`config.mk`:
```
export PLATFORM = sky130hd
export DESIGN_NAME = reglk_writer
export DESIGN_NICKNAME = d
export VERILOG_FILES = /design/src/rtl/reglk_writer.sv
export SDC_FILE = /design/constraint.sdc
export NUM_CORES = 1
export LEC_CHECK = 0
export ABC_AREA = 1
export BUFFER_PORTS_ARGS = -buffer_cell sky130_fd_sc_hd__buf_4
export CORE_MARGIN = 10
export CORE_UTILIZATION = 30
export DETAILED_ROUTE_END_ITERATION = 10
export SLEW_MARGIN = 20
export SYNTH_ARGS = -nofsm -noshare
export SYNTH_HDL_FRONTEND = slang
export SYNTH_SLANG_ARGS = --single-unit
```
`constraint.sdc`:
```
create_clock -name clk_i -period 2 [get_ports clk_i]
set_input_delay 0.4 -clock clk_i [delete_from_list [all_inputs] [get_ports clk_i]]
set_output_delay 0.4 -clock clk_i [all_outputs]
set_load 0.01 [all_outputs]
```
`src/rtl/reglk_writer.sv`:
```
`default_nettype none
// ============================================================================
// Module   : reglk_writer
// Brief    : Write side of the register-lock array. Lock bits are sticky,
//            a commit freezes the array, and only global reset or a sustained
//            JTAG unlock clears it.
// Revision : 1.0
// ============================================================================
module reglk_writer #(
  parameter int          NUM_WORDS     = 6,
  parameter logic [31:0] COMMIT_KEY    = 32'hC0DE_10CC,
  parameter int          UNLOCK_CYCLES = 16
) (
  input  logic                    clk_i,
  input  logic                    rst_ni,
  input  logic                    soft_rst_i,
  input  logic                    jtag_unlock_i,
  input  logic                    req_valid_i,
  output logic                    req_ready_o,
  input  logic                    req_we_i,
  input  logic [2:0]              req_addr_i,
  input  logic [31:0]             req_wdata_i,
  output logic                    rsp_valid_o,
  input  logic                    rsp_ready_i,
  output logic [31:0]             rsp_rdata_o,
  output logic                    rsp_err_o,
  output logic [32*NUM_WORDS-1:0] reglk_mem_o,
  output logic                    committed_o
);

  localparam int                 c_cnt_w       = $clog2(UNLOCK_CYCLES + 1);
  localparam logic [2:0]         c_commit_addr = 3'(NUM_WORDS);
  localparam logic [c_cnt_w-1:0] c_cnt_max     = c_cnt_w'(UNLOCK_CYCLES);
  localparam logic [c_cnt_w-1:0] c_cnt_fire    = c_cnt_w'(UNLOCK_CYCLES - 1);

  typedef enum logic [1:0] {
    ST_IDLE   = 2'd0,
    ST_ACCESS = 2'd1,
    ST_RESP   = 2'd2
  } state_t;

  state_t               r_state;
  logic                 r_req_ready;
  logic                 r_we;
  logic [2:0]           r_addr;
  logic [31:0]          r_wdata;
  logic                 r_rsp_valid;
  logic [31:0]          r_rsp_rdata;
  logic                 r_rsp_err;
  logic [c_cnt_w-1:0]   r_unlock_cnt;
  logic                 r_committed;
  logic [31:0]          r_mem [NUM_WORDS];

  logic                 w_unlock_fire;
  logic                 w_access_wr;
  logic                 w_word_wr;
  logic                 w_commit_wr;
  logic [31:0]          w_rd_word;
  logic [31:0]          w_acc_rdata;
  logic                 w_acc_err;

  // Fires exactly once per assertion: the counter saturates past this value.
  assign w_unlock_fire = jtag_unlock_i && !soft_rst_i && (r_unlock_cnt == c_cnt_fire);

  assign w_access_wr = (r_state == ST_ACCESS) && r_we && !soft_rst_i && !w_unlock_fire;
  assign w_word_wr   = w_access_wr && (r_addr < c_commit_addr) && !r_committed;
  assign w_commit_wr = w_access_wr && (r_addr == c_commit_addr) && (r_wdata == COMMIT_KEY);

  always_comb begin
    w_rd_word = '0;
    for (int i = 0; i < NUM_WORDS; i++) begin
      if (r_addr == 3'(i)) w_rd_word = r_mem[i];
    end
  end

  always_comb begin
    w_acc_rdata = '0;
    w_acc_err   = 1'b0;
    if (r_addr > c_commit_addr) begin
      w_acc_err = 1'b1;
    end else if (!r_we) begin
      w_acc_rdata = (r_addr == c_commit_addr) ? {31'b0, r_committed} : w_rd_word;
    end else if (w_unlock_fire) begin
      w_acc_err = 1'b1;
    end else if (r_addr == c_commit_addr) begin
      w_acc_err = (r_wdata != COMMIT_KEY);
    end else begin
      w_acc_err = r_committed;
    end
  end

  always_ff @(posedge clk_i or negedge rst_ni) begin
    if (!rst_ni) begin
      r_state     <= ST_IDLE;
      r_req_ready <= 1'b0;
      r_we        <= 1'b0;
      r_addr      <= '0;
      r_wdata     <= '0;
      r_rsp_valid <= 1'b0;
      r_rsp_rdata <= '0;
      r_rsp_err   <= 1'b0;
    end else if (soft_rst_i) begin
      r_state     <= ST_IDLE;
      r_req_ready <= 1'b1;
      r_rsp_valid <= 1'b0;
      r_rsp_rdata <= '0;
      r_rsp_err   <= 1'b0;
    end else begin
      case (r_state)
        ST_IDLE: begin
          r_req_ready <= 1'b1;
          if (req_valid_i && r_req_ready) begin
            r_we        <= req_we_i;
            r_addr      <= req_addr_i;
            r_wdata     <= req_wdata_i;
            r_req_ready <= 1'b0;
            r_state     <= ST_ACCESS;
          end
        end
        ST_ACCESS: begin
          r_rsp_valid <= 1'b1;
          r_rsp_rdata <= w_acc_rdata;
          r_rsp_err   <= w_acc_err;
          r_state     <= ST_RESP;
        end
        ST_RESP: begin
          if (rsp_ready_i) begin
            r_rsp_valid <= 1'b0;
            r_rsp_rdata <= '0;
            r_rsp_err   <= 1'b0;
            r_req_ready <= 1'b1;
            r_state     <= ST_IDLE;
          end
        end
        default: begin
          r_state     <= ST_IDLE;
          r_req_ready <= 1'b0;
          r_rsp_valid <= 1'b0;
        end
      endcase
    end
  end

  always_ff @(posedge clk_i or negedge rst_ni) begin
    if (!rst_ni) begin
      r_unlock_cnt <= '0;
    end else if (soft_rst_i || !jtag_unlock_i) begin
      r_unlock_cnt <= '0;
    end else if (r_unlock_cnt != c_cnt_max) begin
      r_unlock_cnt <= r_unlock_cnt + c_cnt_w'(1);
    end
  end

  // Soft reset deliberately has no path into the lock state.
  always_ff @(posedge clk_i or negedge rst_ni) begin
    if (!rst_ni) begin
      for (int i = 0; i < NUM_WORDS; i++) r_mem[i] <= '0;
      r_committed <= 1'b0;
    end else if (w_unlock_fire) begin
      for (int i = 0; i < NUM_WORDS; i++) r_mem[i] <= '0;
      r_committed <= 1'b0;
    end else begin
      if (w_word_wr) begin
        for (int i = 0; i < NUM_WORDS; i++) begin
          if (r_addr == 3'(i)) r_mem[i] <= r_mem[i] | r_wdata;
        end
      end
      if (w_commit_wr) r_committed <= 1'b1;
    end
  end

  for (genvar gi = 0; gi < NUM_WORDS; gi++) begin : g_mem_out
    assign reglk_mem_o[32*gi +: 32] = r_mem[gi];
  end

  assign req_ready_o = r_req_ready;
  assign rsp_valid_o = r_rsp_valid;
  assign rsp_rdata_o = r_rsp_rdata;
  assign rsp_err_o   = r_rsp_err;
  assign committed_o = r_committed;

endmodule
`default_nettype wire

```
* After elaboration in Yosys (flattened, before gate mapping)
Cells that the tools add are included.
** Storage, ports and cells
- Flip-flop bits (word level) :: 271
- Output and inout port bits :: 228
** Operators by class
- Bitwise operators :: 7
- Mux-type cells :: 41
- Eq/ne operators :: 16
- $lt $le $gt $ge :: 2
- Add/sub/neg operators :: 1
- Reduce and logical (&&, ||, !) cells :: 38
** Operator list (number)
- $mux W32 :: 17
- $mux W192 :: 2
- $or A32 B32 Y32 :: 6
- $pmux W32 S2 :: 1
- $eq A32 B32 Y1 const B :: 1
- $ne A32 B32 Y1 const B :: 1
- $reduce_and A2 Y1 :: 10
- $reduce_bool A2 Y1 :: 9
- $mux W1 :: 12
- $logic_and A1 B1 Y1 :: 10
- $mux W5 :: 2
- $eq A3 B3 Y1 const B :: 3
- $eq A3 B2 Y1 const B :: 2
- $mux W2 :: 3
- $ne A3 B3 Y1 const B :: 2
- $pmux W1 S3 :: 2
- $pmux W2 S3 :: 1
- $add A5 B1 Y5 const B :: 1
- $eq A5 B4 Y1 const B :: 1
- $ne A5 B5 Y1 const B :: 1
- $logic_not A1 Y1 :: 4
- $ne A2 B2 Y1 const B :: 2
- $eq A3 B1 Y1 const B :: 1
- $gt A3 B3 Y1 const B :: 1
- other kinds (10) :: 10

* Logic depth before layout (Yosys ltp)
- Word-level depth :: 12
- Depth in mapped cells :: 11
- Depth with buffers taken out :: 10

* Worst setup path before layout
OpenSTA, ideal clock, no wires.
- Kind :: reg-to-reg
- Start :: register r_unlock_cnt[0]
- End :: register r_mem, in the netlist reglk_mem_o[128]
- Slack :: 402 ps
- Cell stages (with the launch flop) :: 9
- Setup time :: 78 ps
- Arrival :: 1521 ps
- Cells stage by stage :: dfrtp_1 > ha_1 > and3_1 > ha_1 > nand2_1 > inv_1 > buf_2 > buf_2 > a21oi_1
** Between the ends
- Cells in the longest elaborated chain, start to end :: 8
- Elaborated cells between the ends (all ways) :: 10
- Those cells by class :: eq/ne: 1; mux: 1; reduce/logical: 8
** Ends and longest elaborated chain
- start, declared :: line 50 : logic [c_cnt_w-1:0] r_unlock_cnt;
- start signal, assigned :: line 150 : r_unlock_cnt <= r_unlock_cnt + c_cnt_w'(1);
- $eq A5 B4 Y1 (*) :: line 63 : assign w_unlock_fire = jtag_unlock_i && !soft_rst_i && (r_unlock_cnt == c_cnt_fire);
- $logic_and A1 B1 Y1 (*) :: line 63
- $logic_not A1 Y1 :: line 65 : assign w_access_wr = (r_state == ST_ACCESS) && r_we && !soft_rst_i && !w_unlock_fire;
- $logic_and A1 B1 Y1 :: line 65
- $logic_and A1 B1 Y1 (2 in series) :: line 66 : assign w_word_wr = w_access_wr && (r_addr < c_commit_addr) && !r_committed;
- $reduce_bool A2 Y1 (no source line)
- $reduce_and A2 Y1 (no source line)
- end signal, assigned by index :: line 165 : if (r_addr == 3'(i)) r_mem[i] <= r_mem[i] | r_wdata;
- end, declared :: line 52 : logic [31:0] r_mem [NUM_WORDS];
Every way passes the cells marked *; elsewhere a longest branch is shown, timed or not.
A chain may end at the register's enable or synchronous reset.

* Worst setup path after layout
- Start :: register r_unlock_cnt[0]
- End :: register r_mem, in the netlist reglk_mem_o[182]
The elaborated chain is that of the path after synthesis.

==> flow_metrics.tcl <==
set metrics [dict create \
    outcome "completed" \
    synth-edff-count 0 \
    route.vias.total 11500 \
    drtIter0Drc 871 \
    cts.sinks 271 \
    syn_area_mm2 0.0131 \
    synth_xor_area_share_pct 0.134 \
    final.period_utilization_pct 92.6 \
    use_met2_pct 29.7 \
    hold_path.class "input port to flip-flop" \
    yosysSeqAreaShare_pct 51.8 \
    via_per_inst 4.71 \
    cts_tree "built" \
    ir_drop_uv 566 \
    netlist-cell-type-count 27 \
    start_kind "flip-flop" \
    finalCriticalPeriod_ps 1850 \
    ios 270 \
    overflow 0 \
    wire_per_inst_um 19.9 \
    syn_area_per_cell_um2 8.41 \
    yosys.area_share.adder_pct 0.287 \
    portBuffers 269 \
    totalWireLength_mm 48.9 \
    die_y_um 229 \
    p_per_area_mw_per_mm2 888 \
    worstRegToRegCells 7 \
    cp_max_fo 39 \
    syn_nets 1601 \
    synth_mux_area_share_pct 0 \
    root_buffer "clkbuf_16" \
    row_count 76 \
    grtUsageMet3_pct 3.28 \
    syn2layout_area_growth_pct 30.9 \
    setup_viol 0 \
    htree_num_levels 1 \
    synth_simple_gate_area_share_pct 18.9 \
    synth_compound_area_share_pct 17.7 \
    clk_pin_slew_ps 60 \
    critPathCaptureType "flip-flop" \
    numCtsBuffers 31 \
    diodes 0 \
    drive_above_1_share_pct 31.4 \
    grt_setup_unrepaired "true" \
    post-route-drc-count 0 \
    ant_nets 0 \
    grt_use_total_pct 18.2 \
    ys.warnings.count 0 \
    ys_async_sr_fraction_pct 100 \
    layout.nets 1888 \
    busiest_layer "met2" \
    max_cap_viol_count 0 \
    hold_viol_final 0 \
    p_leak_nw 8.63 \
    firstDrtPassIters 5 \
    core_area_mm2 0.0431 \
    power.total_w 0.0152 \
    gp_congestion 0.847 \
    whs_ps 35.2 \
    postCtsSetupRepairBufs 0 \
    syn_inst 1556 \
    ys_seq_elements 271 \
    grtUsageMet1_pct 24.0 \
    die_w_um 229 \
    finClkSkew_ps 11.5 \
    antenna_found_initial 0 \
    cts_max_path_buffers 3 \
    cp.required_ps 2450 \
    start_util_pct 30.4 \
    hpwl_mm 34.0 \
    clock_latency_ps 570 \
    holdPathStages 3 \
    synth_top_family_by_area "simple AND/OR/NAND/NOR gates" \
    fmax_mhz 540 \
    first_global_vias 12000 \
    tightest_slew_ps 488 \
    die_area_mm2 0.0524 \
    utilization_pct 39.8 \
    critical_path_class "flip-flop to flip-flop" \
    worstPathArrival_ps 2310 \
    drv_slew 0 \
    yosys_most_used_dff "dfrtp_1" \
    grt_max_degree 59 \
    grt_pass1_wl_mm 74.6 \
    slew_headroom_pct 67.2 \
]
-- sequential cells by signal, indices dropped and copies added (netlist names) --
name and count:
committed_o 1, r_addr 3, r_state 2, r_unlock_cnt 5
r_wdata 32, r_we 1, reglk_mem_o 192, req_ready_o 1
rsp_err_o 1, rsp_rdata_o 32, rsp_valid_o 1
-- per-stage QoR --
step | std cells | TNS (ps) | cell area, um^2 | setup WS [ps]
after floorplan | 1556 | 0 | 13100 | 402
after global placement | 2391 | 0 | 16000 | 172
after detailed placement | 2391 | 0 | 16000 | 144
after CTS | 2453 | 0 | 17100 | 128
after global routing | 2453 | -62.2 | 17100 | -23.3
final | 2453 | 0 | 17100 | 149
-- cells in the final DEF (no fill, tap or decap), types with 5 or more instances in the layout --
master | netlist | layout
clkbuf_1 | 25 | 6
clkbuf_16 | 0 | 31
buf_12 | 0 | 16
o21ai_0 | 60 | 60
nor2_4 | 7 | 7
inv_1 | 238 | 235
nand3_1 | 32 | 32
o22ai_1 | 8 | 8
nor2_1 | 77 | 77
a21oi_1 | 81 | 81
a21oi_2 | 176 | 176
nand2_1 | 493 | 491
dfrtp_1 | 271 | 271
clkinv_2 | 0 | 8
nor3_1 | 5 | 5
buf_4 | 5 | 324
-- area by class of cell --
| type | instances | area [um^2] |
|---|---|---|
| fillers | 4345 | 25900 |
| flip-flops and latches | 271 | 6780 |
| multi-input cells | 955 | 4860 |
| repair buffers | 345 | 2810 |
| inverters | 239 | 905 |
| clock buffers | 40 | 840 |
| well taps | 585 | 732 |
| clock inverters | 18 | 208 |
-- power breakdown --
group	switching [W]	internal, W
registers	0.000508	0.00577
clock network	0.00241	0.00348
logic	0.00200	0.00103
-- per-layer routing --
layer	up-vias	share of wire [%]
met5	-	0
met1	5669	44
li1	5375	-
met3	86	6.4
met2	417	47
met4	0	2.7
-- worst paths after layout --
| path | end | from | slack, ps |
|---|---|---|---|
| worst min register to register | rsp_rdata_o[17] | rsp_rdata_o[17] | 480 |
| worst min-delay path | r_wdata[4] | req_wdata_i[4] | 40 |
| min in group asynchronous | rsp_rdata_o[30] | rst_ni | 310 |
| max in group asynchronous | r_wdata[12] | rst_ni | 1010 |
| worst max register to register | reglk_mem_o[182] | r_unlock_cnt[0] | 150 |
| worst max-delay path | reglk_mem_o[182] | r_unlock_cnt[0] | 150 |
-- cells in the mapped netlist (3+ instances only) --
| cell | number | area (um^2) |
|---|---|---|
| nand2_1 | 493 | 1850 |
| dfrtp_1 | 271 | 6780 |
| inv_1 | 238 | 893 |
| a21oi_2 | 176 | 1540 |
| a21oi_1 | 81 | 405 |
| nor2_1 | 77 | 289 |
| o21ai_0 | 60 | 300 |
| buf_2 | 38 | 190 |
| nand3_1 | 32 | 160 |
| clkbuf_1 | 25 | 93.8 |
| buf_6 | 21 | 236 |
| o22ai_1 | 8 | 50.1 |
| nor2_4 | 7 | 78.8 |
| buf_4 | 5 | 37.5 |
| nor3_1 | 5 | 25.0 |
| nand4_1 | 4 | 25.0 |
| ha_1 | 3 | 37.5 |
-- critical path, cell delays in order, from the launching register on --
cell and delay, ps:
dfrtp_1 390, ha_1 210, and3_1 170, ha_1 140, nand2_1 160, inv_8 320
buf_4 280, a21oi_2 50
-- cells by family after synthesis --
logic type	after synthesis
and+or+nand+nor	623
buffers and inverters	330
AOI/OAI and AO/OA	327
DFF	271
adders and majority gates	3
xor gates and xnor gates	2
-- what timing repair did --
| action | 4_1_cts | 5_1_grt |
|---|---|---|
| endpoints found under the setup margin | 0 | 6 |
| hold endpoints to repair | 34 | 0 |
| hold buffers | 4 | 0 |
| resized for setup | 0 | 0 |
(Power assumes the default switching activity.)
